[config.mk]
export PLATFORM = sky130hd
export DESIGN_NAME = prog_sequencer_flat
export DESIGN_NICKNAME = d
export VERILOG_FILES = /design/src/rtl/prog_sequencer_if.sv /design/src/rtl/prog_sequencer.sv /design/src/flat_wrapper.sv
export SDC_FILE = /design/constraint.sdc
export NUM_CORES = 1
export LEC_CHECK = 0
export CAP_MARGIN = 20
export CORE_UTILIZATION = 45
export DETAILED_ROUTE_END_ITERATION = 8
export GPL_ROUTABILITY_DRIVEN = 0
export PLACE_DENSITY = 0.79
export SLEW_MARGIN = 20
export SYNTH_ARGS = -nofsm -noshare
export SYNTH_HDL_FRONTEND = slang
export SYNTH_SLANG_ARGS = --single-unit
export TNS_END_PERCENT = 5
[constraint.sdc]
create_clock -name Clk -period 2.6 [get_ports Clk]
set_clock_uncertainty 0.1 [all_clocks]
set_input_delay 0.52 -clock Clk [delete_from_list [all_inputs] [get_ports Clk]]
set_output_delay 0.52 -clock Clk [all_outputs]
set_load 0.1 [all_outputs]
[src/rtl/prog_sequencer_if.sv]
// prog_sequencer_if: handshake and fetch-control bundle between the test bench,
// the instruction decoder, the fetch unit and the run sequencer.
//   Parameters: T (PC/target width), D (return-stack depth).
//   master modport: drives Start/ProgSel/ProgCtr/CallEn/RetEn/Halt/CallTarget and
//                   observes FetchHold/JumpAbs/Target/Done/StackErr/Depth/CycleCount.
//   slave modport : the sequencer side (directions reversed).
interface prog_sequencer_if #(
  parameter int unsigned T = 12,
  parameter int unsigned D = 4
);
  localparam int unsigned DW = $clog2(D) + 1;

  logic          Start;
  logic [1:0]    ProgSel;
  logic [T-1:0]  ProgCtr;
  logic          CallEn;
  logic          RetEn;
  logic          Halt;
  logic [T-1:0]  CallTarget;
  logic          FetchHold;
  logic          JumpAbs;
  logic [T-1:0]  Target;
  logic          Done;
  logic          StackErr;
  logic [DW-1:0] Depth;
  logic [15:0]   CycleCount;

  modport master (
    output Start, ProgSel, ProgCtr, CallEn, RetEn, Halt, CallTarget,
    input  FetchHold, JumpAbs, Target, Done, StackErr, Depth, CycleCount
  );

  modport slave (
    input  Start, ProgSel, ProgCtr, CallEn, RetEn, Halt, CallTarget,
    output FetchHold, JumpAbs, Target, Done, StackErr, Depth, CycleCount
  );
endinterface

[src/rtl/prog_sequencer.sv]
// prog_sequencer: run controller for the instruction-fetch program counter.
//   Owns the Start/Done handshake, launches program 0..3 at its entry address,
//   and implements call/return through a D-entry hardware return-address stack.
//   Ports: Clk, Reset (synchronous, active-high), bus (prog_sequencer_if.slave).
//   Optional: define PROG_SEQUENCER_CYCLE_COUNT_EN to build the 16-bit saturating
//   run-length counter on CycleCount; otherwise CycleCount is tied to zero.
module prog_sequencer #(
  parameter int unsigned   T     = 12,
  parameter int unsigned   D     = 4,
  parameter logic [T-1:0]  BASE0 = 'h000,
  parameter logic [T-1:0]  BASE1 = 'h100,
  parameter logic [T-1:0]  BASE2 = 'h200,
  parameter logic [T-1:0]  BASE3 = 'h300
) (
  input  logic                  Clk,
  input  logic                  Reset,
  prog_sequencer_if.slave       bus
);

  localparam int unsigned DW = $clog2(D) + 1;
  localparam int unsigned AW = $clog2(D);

  typedef enum logic [2:0] {
    S_IDLE   = 3'd0,
    S_ARMED  = 3'd1,
    S_LAUNCH = 3'd2,
    S_RUN    = 3'd3,
    S_DONE   = 3'd4
  } state_t;

  state_t        r_state;
  logic [T-1:0]  r_stack [D];
  logic [DW-1:0] r_depth;
  logic          r_stack_err;
  logic [1:0]    r_sel;

  logic          w_full;
  logic          w_empty;
  logic [AW-1:0] w_wr_idx;
  logic [AW-1:0] w_top_idx;
  logic [T-1:0]  w_base;
  logic          w_push;
  logic          w_pop;
  logic          w_err_ev;
  logic          w_jump;
  logic [T-1:0]  w_target;

  assign w_full    = (r_depth == DW'(D));
  assign w_empty   = (r_depth == DW'(0));
  assign w_wr_idx  = AW'(r_depth);
  assign w_top_idx = AW'(r_depth - DW'(1));

  // Entry address of the selected program
  always_comb begin
    w_base = BASE0;
    case (r_sel)
      2'd0: w_base = BASE0;
      2'd1: w_base = BASE1;
      2'd2: w_base = BASE2;
      2'd3: w_base = BASE3;
      default: w_base = BASE0;
    endcase
  end

  // Jump/stack decode; RUN outputs follow this cycle's decoder inputs (Mealy).
  // A Start abort in RUN takes precedence and suppresses any stack action.
  always_comb begin
    w_push   = 1'b0;
    w_pop    = 1'b0;
    w_err_ev = 1'b0;
    w_jump   = 1'b0;
    w_target = '0;
    case (r_state)
      S_LAUNCH: begin
        w_jump   = 1'b1;
        w_target = w_base;
      end
      S_RUN: begin
        if (!bus.Start && !bus.Halt) begin
          if (bus.CallEn) begin
            if (!w_full) begin
              w_push   = 1'b1;
              w_jump   = 1'b1;
              w_target = bus.CallTarget;
            end else begin
              w_err_ev = 1'b1;
            end
          end else if (bus.RetEn) begin
            if (!w_empty) begin
              w_pop    = 1'b1;
              w_jump   = 1'b1;
              w_target = r_stack[w_top_idx];
            end else begin
              w_err_ev = 1'b1;
            end
          end
        end
      end
      default: ;
    endcase
  end

  // Run-control state machine with stack occupancy and sticky error
  always_ff @(posedge Clk) begin
    if (Reset) begin
      r_state     <= S_IDLE;
      r_depth     <= '0;
      r_stack_err <= 1'b0;
      r_sel       <= 2'd0;
    end else begin
      case (r_state)
        S_IDLE: begin
          if (bus.Start) begin
            r_sel   <= bus.ProgSel;
            r_state <= S_ARMED;
          end
        end
        S_ARMED: begin
          if (bus.Start) r_sel <= bus.ProgSel;
          else           r_state <= S_LAUNCH;
        end
        S_LAUNCH: begin
          r_depth     <= '0;
          r_stack_err <= 1'b0;
          r_state     <= S_RUN;
        end
        S_RUN: begin
          if (bus.Start) begin
            r_sel   <= bus.ProgSel;
            r_state <= S_ARMED;
          end else if (bus.Halt) begin
            r_state <= S_DONE;
          end else if (w_err_ev) begin
            r_stack_err <= 1'b1;
            r_state     <= S_DONE;
          end else if (w_push) begin
            r_depth <= r_depth + DW'(1);
          end else if (w_pop) begin
            r_depth <= r_depth - DW'(1);
          end
        end
        S_DONE: begin
          if (bus.Start) begin
            r_sel   <= bus.ProgSel;
            r_state <= S_ARMED;
          end
        end
        default: r_state <= S_IDLE;
      endcase
    end
  end

  // Return-address storage; occupancy alone defines validity, so no reset needed
  always_ff @(posedge Clk) begin
    if (w_push && !Reset) r_stack[w_wr_idx] <= bus.ProgCtr + T'(1);
  end

`ifdef PROG_SEQUENCER_CYCLE_COUNT_EN
  logic [15:0] r_cycle_count;

  // Saturating count of RUN cycles, frozen outside RUN
  always_ff @(posedge Clk) begin
    if (Reset)                      r_cycle_count <= 16'h0000;
    else if (r_state == S_LAUNCH)   r_cycle_count <= 16'h0000;
    else if (r_state == S_RUN && r_cycle_count != 16'hFFFF)
                                    r_cycle_count <= r_cycle_count + 16'h0001;
  end

  assign bus.CycleCount = r_cycle_count;
`else
  assign bus.CycleCount = 16'h0000;
`endif

  assign bus.FetchHold = !((r_state == S_LAUNCH) || (r_state == S_RUN));
  assign bus.JumpAbs   = w_jump;
  assign bus.Target    = w_target;
  assign bus.Done      = (r_state == S_DONE);
  assign bus.StackErr  = r_stack_err;
  assign bus.Depth     = r_depth;

endmodule

[src/flat_wrapper.sv]
// flat-port wrapper written by rule: the top's interface ports become plain ports
module prog_sequencer_flat 
#(
  parameter int unsigned   T     = 12,
  parameter int unsigned   D     = 4,
  parameter logic [T-1:0]  BASE0 = 'h000,
  parameter logic [T-1:0]  BASE1 = 'h100,
  parameter logic [T-1:0]  BASE2 = 'h200,
  parameter logic [T-1:0]  BASE3 = 'h300
)
  (Clk, Reset, bus_Start, bus_ProgSel, bus_ProgCtr, bus_CallEn, bus_RetEn, bus_Halt, bus_CallTarget, bus_FetchHold, bus_JumpAbs, bus_Target, bus_Done, bus_StackErr, bus_Depth, bus_CycleCount);
  prog_sequencer_if #(.T(T), .D(D)) bus_i ();
  input  logic Clk;
  input  logic Reset;
  input wire logic [$bits(bus_i.Start)-1:0] bus_Start;
  input wire logic [$bits(bus_i.ProgSel)-1:0] bus_ProgSel;
  input wire logic [$bits(bus_i.ProgCtr)-1:0] bus_ProgCtr;
  input wire logic [$bits(bus_i.CallEn)-1:0] bus_CallEn;
  input wire logic [$bits(bus_i.RetEn)-1:0] bus_RetEn;
  input wire logic [$bits(bus_i.Halt)-1:0] bus_Halt;
  input wire logic [$bits(bus_i.CallTarget)-1:0] bus_CallTarget;
  output wire logic [$bits(bus_i.FetchHold)-1:0] bus_FetchHold;
  output wire logic [$bits(bus_i.JumpAbs)-1:0] bus_JumpAbs;
  output wire logic [$bits(bus_i.Target)-1:0] bus_Target;
  output wire logic [$bits(bus_i.Done)-1:0] bus_Done;
  output wire logic [$bits(bus_i.StackErr)-1:0] bus_StackErr;
  output wire logic [$bits(bus_i.Depth)-1:0] bus_Depth;
  output wire logic [$bits(bus_i.CycleCount)-1:0] bus_CycleCount;
  assign bus_i.Start = bus_Start;
  assign bus_i.ProgSel = bus_ProgSel;
  assign bus_i.ProgCtr = bus_ProgCtr;
  assign bus_i.CallEn = bus_CallEn;
  assign bus_i.RetEn = bus_RetEn;
  assign bus_i.Halt = bus_Halt;
  assign bus_i.CallTarget = bus_CallTarget;
  assign bus_FetchHold = bus_i.FetchHold;
  assign bus_JumpAbs = bus_i.JumpAbs;
  assign bus_Target = bus_i.Target;
  assign bus_Done = bus_i.Done;
  assign bus_StackErr = bus_i.StackErr;
  assign bus_Depth = bus_i.Depth;
  assign bus_CycleCount = bus_i.CycleCount;
  prog_sequencer #(.T(T), .D(D), .BASE0(BASE0), .BASE1(BASE1), .BASE2(BASE2), .BASE3(BASE3)) u_core (.Clk(Clk), .Reset(Reset), .bus(bus_i));
endmodule
== After elaboration in Yosys (flattened, before gate mapping) ==
Memories as Yosys holds them, arrays and structs flattened.
Cells that the tools add are included.
Cells by class
  add/sub/neg operators: 3
  reductions and logical operators: 17
  equality and inequality tests: 16
  muxes and demuxes: 43
Operators by type and width (number)
  $mux 12: 5
  $pmux 12 s4: 1
  $mux 3: 10
  $pmux 12 s2: 1
  $mux 1: 22
  $add 12x1->12 const B: 1
  $pmux 3 s4: 1
  $ne 2x2->1 const B: 4
  $eq 3x2->1 const B: 2
  $eq 3x3->1 const B: 2
  $logic_not 3->1: 2
  $pmux 3 s2: 1
  $reduce_and 5->1: 1
  $eq 2x2->1 const B: 2
  $logic_not 1->1: 4
  $ne 2x1->1 const B: 2
  $ne 4x3->1 const B: 1
  $pmux 1 s2: 2
  $reduce_and 4->1: 1
  $reduce_or 4->1: 1
  $add 3x1->3 const B: 1
  $eq 3x1->1 const B: 1
  $ne 3x1->1 const B: 1
  $reduce_and 3->1: 1
  other kinds (8): 9
Storage, ports and cells
  memories kept: 1
  RAM bits: 48
  flip-flop bits (word level): 9
  bits of input ports: 32
  output and inout port bits: 35
Memory list
  u_core.r_stack: depth 4, width 12, rd ports 1, clocked after memory_dff 0, wr ports 1, line prog_sequencer.sv:32  | logic [T-1:0] r_stack [D];

== Longest topological paths before layout ==
  depth in word-level cells: 12
  gate-level depth with buffers: 9
  mapped depth without buffers: 8

== Least setup slack after synthesis ==
No wires, ideal clock.
  path type: register to output
  start point: register u_core.r_depth[0], in the netlist u_core.bus.Depth[0]
  end point: output port bus_Target[10]
  data arrival time: 3.919 ns
  buffers on the path: 2
  stages on the path, launching flop included: 8
  data required time: 1.980 ns
  slack: -1.939 ns
  cell sequence: dfxtp_1 > buf_4 > inv_1 > ha_1 > buf_1 > mux4_2 > clkinv_1 > o21ai_1
Between the ends
  longest elaborated chain between the ends: 7
  elaborated cells on any way between the ends: 10
  those cells by class: add/sub (1); eq/ne (1); mux (6); reduce/logical (1); memory (1)
Ends and longest elaborated chain
  start, declared: line prog_sequencer.sv:33  | logic [DW-1:0] r_depth;
  start signal, assigned: line prog_sequencer.sv:137  | r_depth <= r_depth + DW'(1);
  start signal, assigned: line prog_sequencer.sv:139  | r_depth <= r_depth - DW'(1);
  $sub 3x1->3: line prog_sequencer.sv:51  | assign w_top_idx = AW'(r_depth - DW'(1));
  $mem_v2 4x12
  $mux 12: line prog_sequencer.sv:89  | if (!w_empty) begin
  $mux 12: line prog_sequencer.sv:88  | end else if (bus.RetEn) begin
  $mux 12 (*): line prog_sequencer.sv:80  | if (bus.CallEn) begin
  $mux 12 (*): line prog_sequencer.sv:79  | if (!bus.Start && !bus.Halt) begin
  $pmux 12 s2 (*): line prog_sequencer.sv:73  | case (r_state)
  end, declared: line flat_wrapper.sv:24  | output wire logic [$bits(bus_i.Target)-1:0] bus_Target;
Every way passes the cells marked *; elsewhere a longest branch is shown, timed or not.

== Final worst setup path ==
  start point: register u_core.r_depth[1], in the netlist u_core.bus.Depth[1]
  end point: output port bus_JumpAbs
Between the ends
  longest elaborated chain between the ends: 6
  elaborated cells on any way between the ends: 8
  those cells by class: eq/ne (1); mux (6); reduce/logical (1)
Ends and longest elaborated chain
  $logic_not 3->1: line prog_sequencer.sv:49  | assign w_empty = (r_depth == DW'(0));
  $mux 1: line prog_sequencer.sv:89
  $mux 1: line prog_sequencer.sv:88
  $mux 1 (*): line prog_sequencer.sv:80
  $mux 1 (*): line prog_sequencer.sv:79
  $pmux 1 s2 (*): line prog_sequencer.sv:73
  end, declared: line flat_wrapper.sv:23  | output wire logic [$bits(bus_i.JumpAbs)-1:0] bus_JumpAbs;
Marks and branches as above.

==> impl_metrics.json <==
{
  "status": "finished, final reports clean",
  "grt_pass1_vias": 1902,
  "crit_family": "compound AO/OA/AOI/OAI gates",
  "peakVddDrop_v": 0.000288,
  "postRouteAntennaNets": 0,
  "ys.flop_type": "edfxtp_1",
  "synth.top_cell.area_share": 0.503,
  "hpwl_um": 4170,
  "grt_pass1_wl_um": 9380,
  "slowest_stage": "a2111o_1",
  "cp.arrival_ns": 1.94,
  "p_int_w": 0.00147,
  "synth-xor-area-share": 0.0366,
  "fin_cells": 379,
  "grt_max_degree": 16,
  "die_area_um2": 6700,
  "start_kind": "flop",
  "ios": 67,
  "critical_path_class": "flop to output pin",
  "first_pass_iters": 4,
  "crit_top_cell": "inv_2",
  "die_w_um": 81.8,
  "clock_power_share": 0.324,
  "layout_setup_ws_ns": 0.0378,
  "ys_seq_area_frac": 0.565,
  "post-route-period-util": 0.985,
  "cts_buffers": 9,
  "tritoncts": "built",
  "yosys_register_bits": 57,
  "postSynthAreaPerCell_um2": 13.0,
  "yosys.cell_types.count": 43,
  "power.share.switching": 0.282,
  "syn_area_um2": 2870,
  "synth_compound_area_frac": 0.0641,
  "yosys.area_share.simple": 0.117,
  "dp_cells": 354,
  "antenna_found_initial": 0,
  "tns_ns": 0,
  "seq_power_share": 0.492,
  "synthAdderAreaFrac": 0.0262,
  "std_cell_rows": 28,
  "yosysTopAreaCell": "edfxtp_1",
  "crit_chain": "inv_2 -> ha_4 -> and2_4 -> a2111o_1 -> o21a_4 -> inv_2 -> buf_12",
  "die_h_um": 81.8,
  "nNetsFinal": 337,
  "drc": 0,
  "p_switching_w": 0.000579,
  "multi_input_area_um2": 1250,
  "synth_edf_count": 48,
  "path_clk_slew_ns": 0.06,
  "hold_buffers": 0,
  "p_leak_nw": 1.49,
  "worstPathRequired_ns": 1.98,
  "cts_root_buf": "clkbuf_8",
  "core_um2": 6030,
  "fillers": 414,
  "synthArstFlopShare": 0,
  "cap_violations": 0,
  "antennaDiodeCount": 0,
  "rsz0062_at_grt": "yes",
  "wl_per_cell_um": 16.0,
  "dp_worst_setup_slack_ns": -0.227,
  "synth.area.top_cells": "edfxtp_1 50%, mux4_2 9.4%, dfxtp_1 6.3%, buf_4 4.7%, ha_1 2.6%",
  "drv_slew": 0,
  "worstSkewPairLatency_ns": 0.34,
  "p_per_area_nw_per_um2": 501,
  "cts_sinks": 57,
  "totalPowerFinal_w": 0.00205,
  "vias": 1960,
  "min_period_ns": 2.56,
  "crit_fanout": 4,
  "end_kind": "output pin",
  "via_per_inst": 5.17,
  "port_buffers": 50,
  "seqCellArea_um2": 1630,
  "cp_num_buf_inv": 3,
  "grt_usage": 0.200,
  "synthMuxAreaShare": 0.108,
  "syn_to_final_growth_pct": 42.6,
  "start_util": 0.476,
  "setup_viol": 0,
  "cpPeakStageDelay_ns": 0.38,
  "max_freq_ghz": 0.390,
  "yosysMostFrequentCell": "edfxtp_1",
  "syn_inst": 221,
  "hold_viol": 0,
  "clockBufferDepth": 2,
  "synth_commonest_cells": "48 x edfxtp_1, 18 x buf_4, 17 x nand2_1",
  "dr.first_iter.drc_count": 110,
  "htree_levels": 3,
  "combPwrFrac": 0.185,
  "yosysWarnings": 0,
  "synth_top_family_by_area": "simple AND/OR/NAND/NOR gates",
  "grt.overflow.total": 0,
  "drive_above_1_share": 0.329,
  "wirelength_um": 6080,
  "min_path_type": "flop to flop"
}
-- power groups by stage --
stage	registers [W]	clock network [W]	logic (W)
6_report	0.00101	0.000664	0.000379
5_1_grt	0.00101	0.000710	0.000403
4_1_cts	0.00101	0.000676	0.000377
3_5_place_dp	0.00103	0	0.000372
3_3_place_gp	0.00103	0	0.000365
2_1_floorplan	0.00104	0	0.000275
-- worst min-delay path, cell delays in order (launching register included) --
cell	delay (ns)
dfxtp_1	0.33
mux2i_1	0.07
nor2_1	0.08
-- layer usage --
layer	track usage	vias up	part of all wire
met5	0	-	0
li1	-	932	-
met3	0.0356	12	0.039
met4	0.105	0	0.019
met2	0.326	69	0.51
met1	0.254	947	0.43
-- state kept, by name (all words and copies together) (netlist names) --
signal and count:
u_core.bus.Depth 3, u_core.bus.StackErr 1, u_core.r_sel 2, u_core.r_stack 48, u_core.r_state 3
-- through the flow --
stage	utilization	hold slack, ns	cell area (µm²)
2_1_floorplan	-	0.364	3110
3_3_place_gp	0.631	0.377	3800
3_5_place_dp	0.631	0.392	3800
4_1_cts	0.676	0.418	4070
5_1_grt	0.679	0.450	4090
6_report	0.679	0.412	4090
-- worst paths after layout --
| kind | endpoint | cells past startpoint | startpoint | slack [ns] |
|---|---|---|---|---|
| min reg2reg | u_core.r_sel[1] | 2 | u_core.r_sel[1] | 0.41 |
| min | u_core.r_sel[1] | 2 | u_core.r_sel[1] | 0.41 |
| max | bus_JumpAbs | 7 | u_core.bus.Depth[1] | 0.04 |
| max reg2reg | u_core.r_stack[2][3] | 6 | u_core.r_state[2] | 0.61 |
-- logic make-up after synthesis --
group | Yosys count
simple gates | 60
flops | 57
buf+inv | 41
compound gates | 28
mux | 16
xor+xnor | 12
fa+ha+maj | 6
other cells | 1
-- timing repair --
item | in CTS | in global routing
buffers inserted | 5 | 4
pin swaps | 5 | 4
hold endpoints to repair | 0 | 0
setup endpoints to repair | 13 | 13
cloned | 1 | 0
gates resized for setup | 15 | 7
-- placed cells by master, fill, tap and decap left out, drive strengths merged, types with 8 or more instances in the layout --
cell,synthesis,layout
mux4,12,12
conb,1,16
nor2,9,9
clkdlybuf4s50,0,28
clkbuf,2,16
xnor2,8,8
buf,22,44
nand3,8,8
o21ai,15,15
clkinv,9,10
edfxtp,48,48
nand2,17,17
dfxtp,9,9
inv,8,8
-- cell type report --
cell class / count / area share
flip-flops and latches: 57 / 0.400
clock buffers: 15 / 0.0358
clock inverters: 1 / 0.00122
multi-input cells: 138 / 0.306
well taps: 75 / 0.0229
repair buffers: 76 / 0.216
inverters: 17 / 0.0180
(Power assumes the default switching activity.)
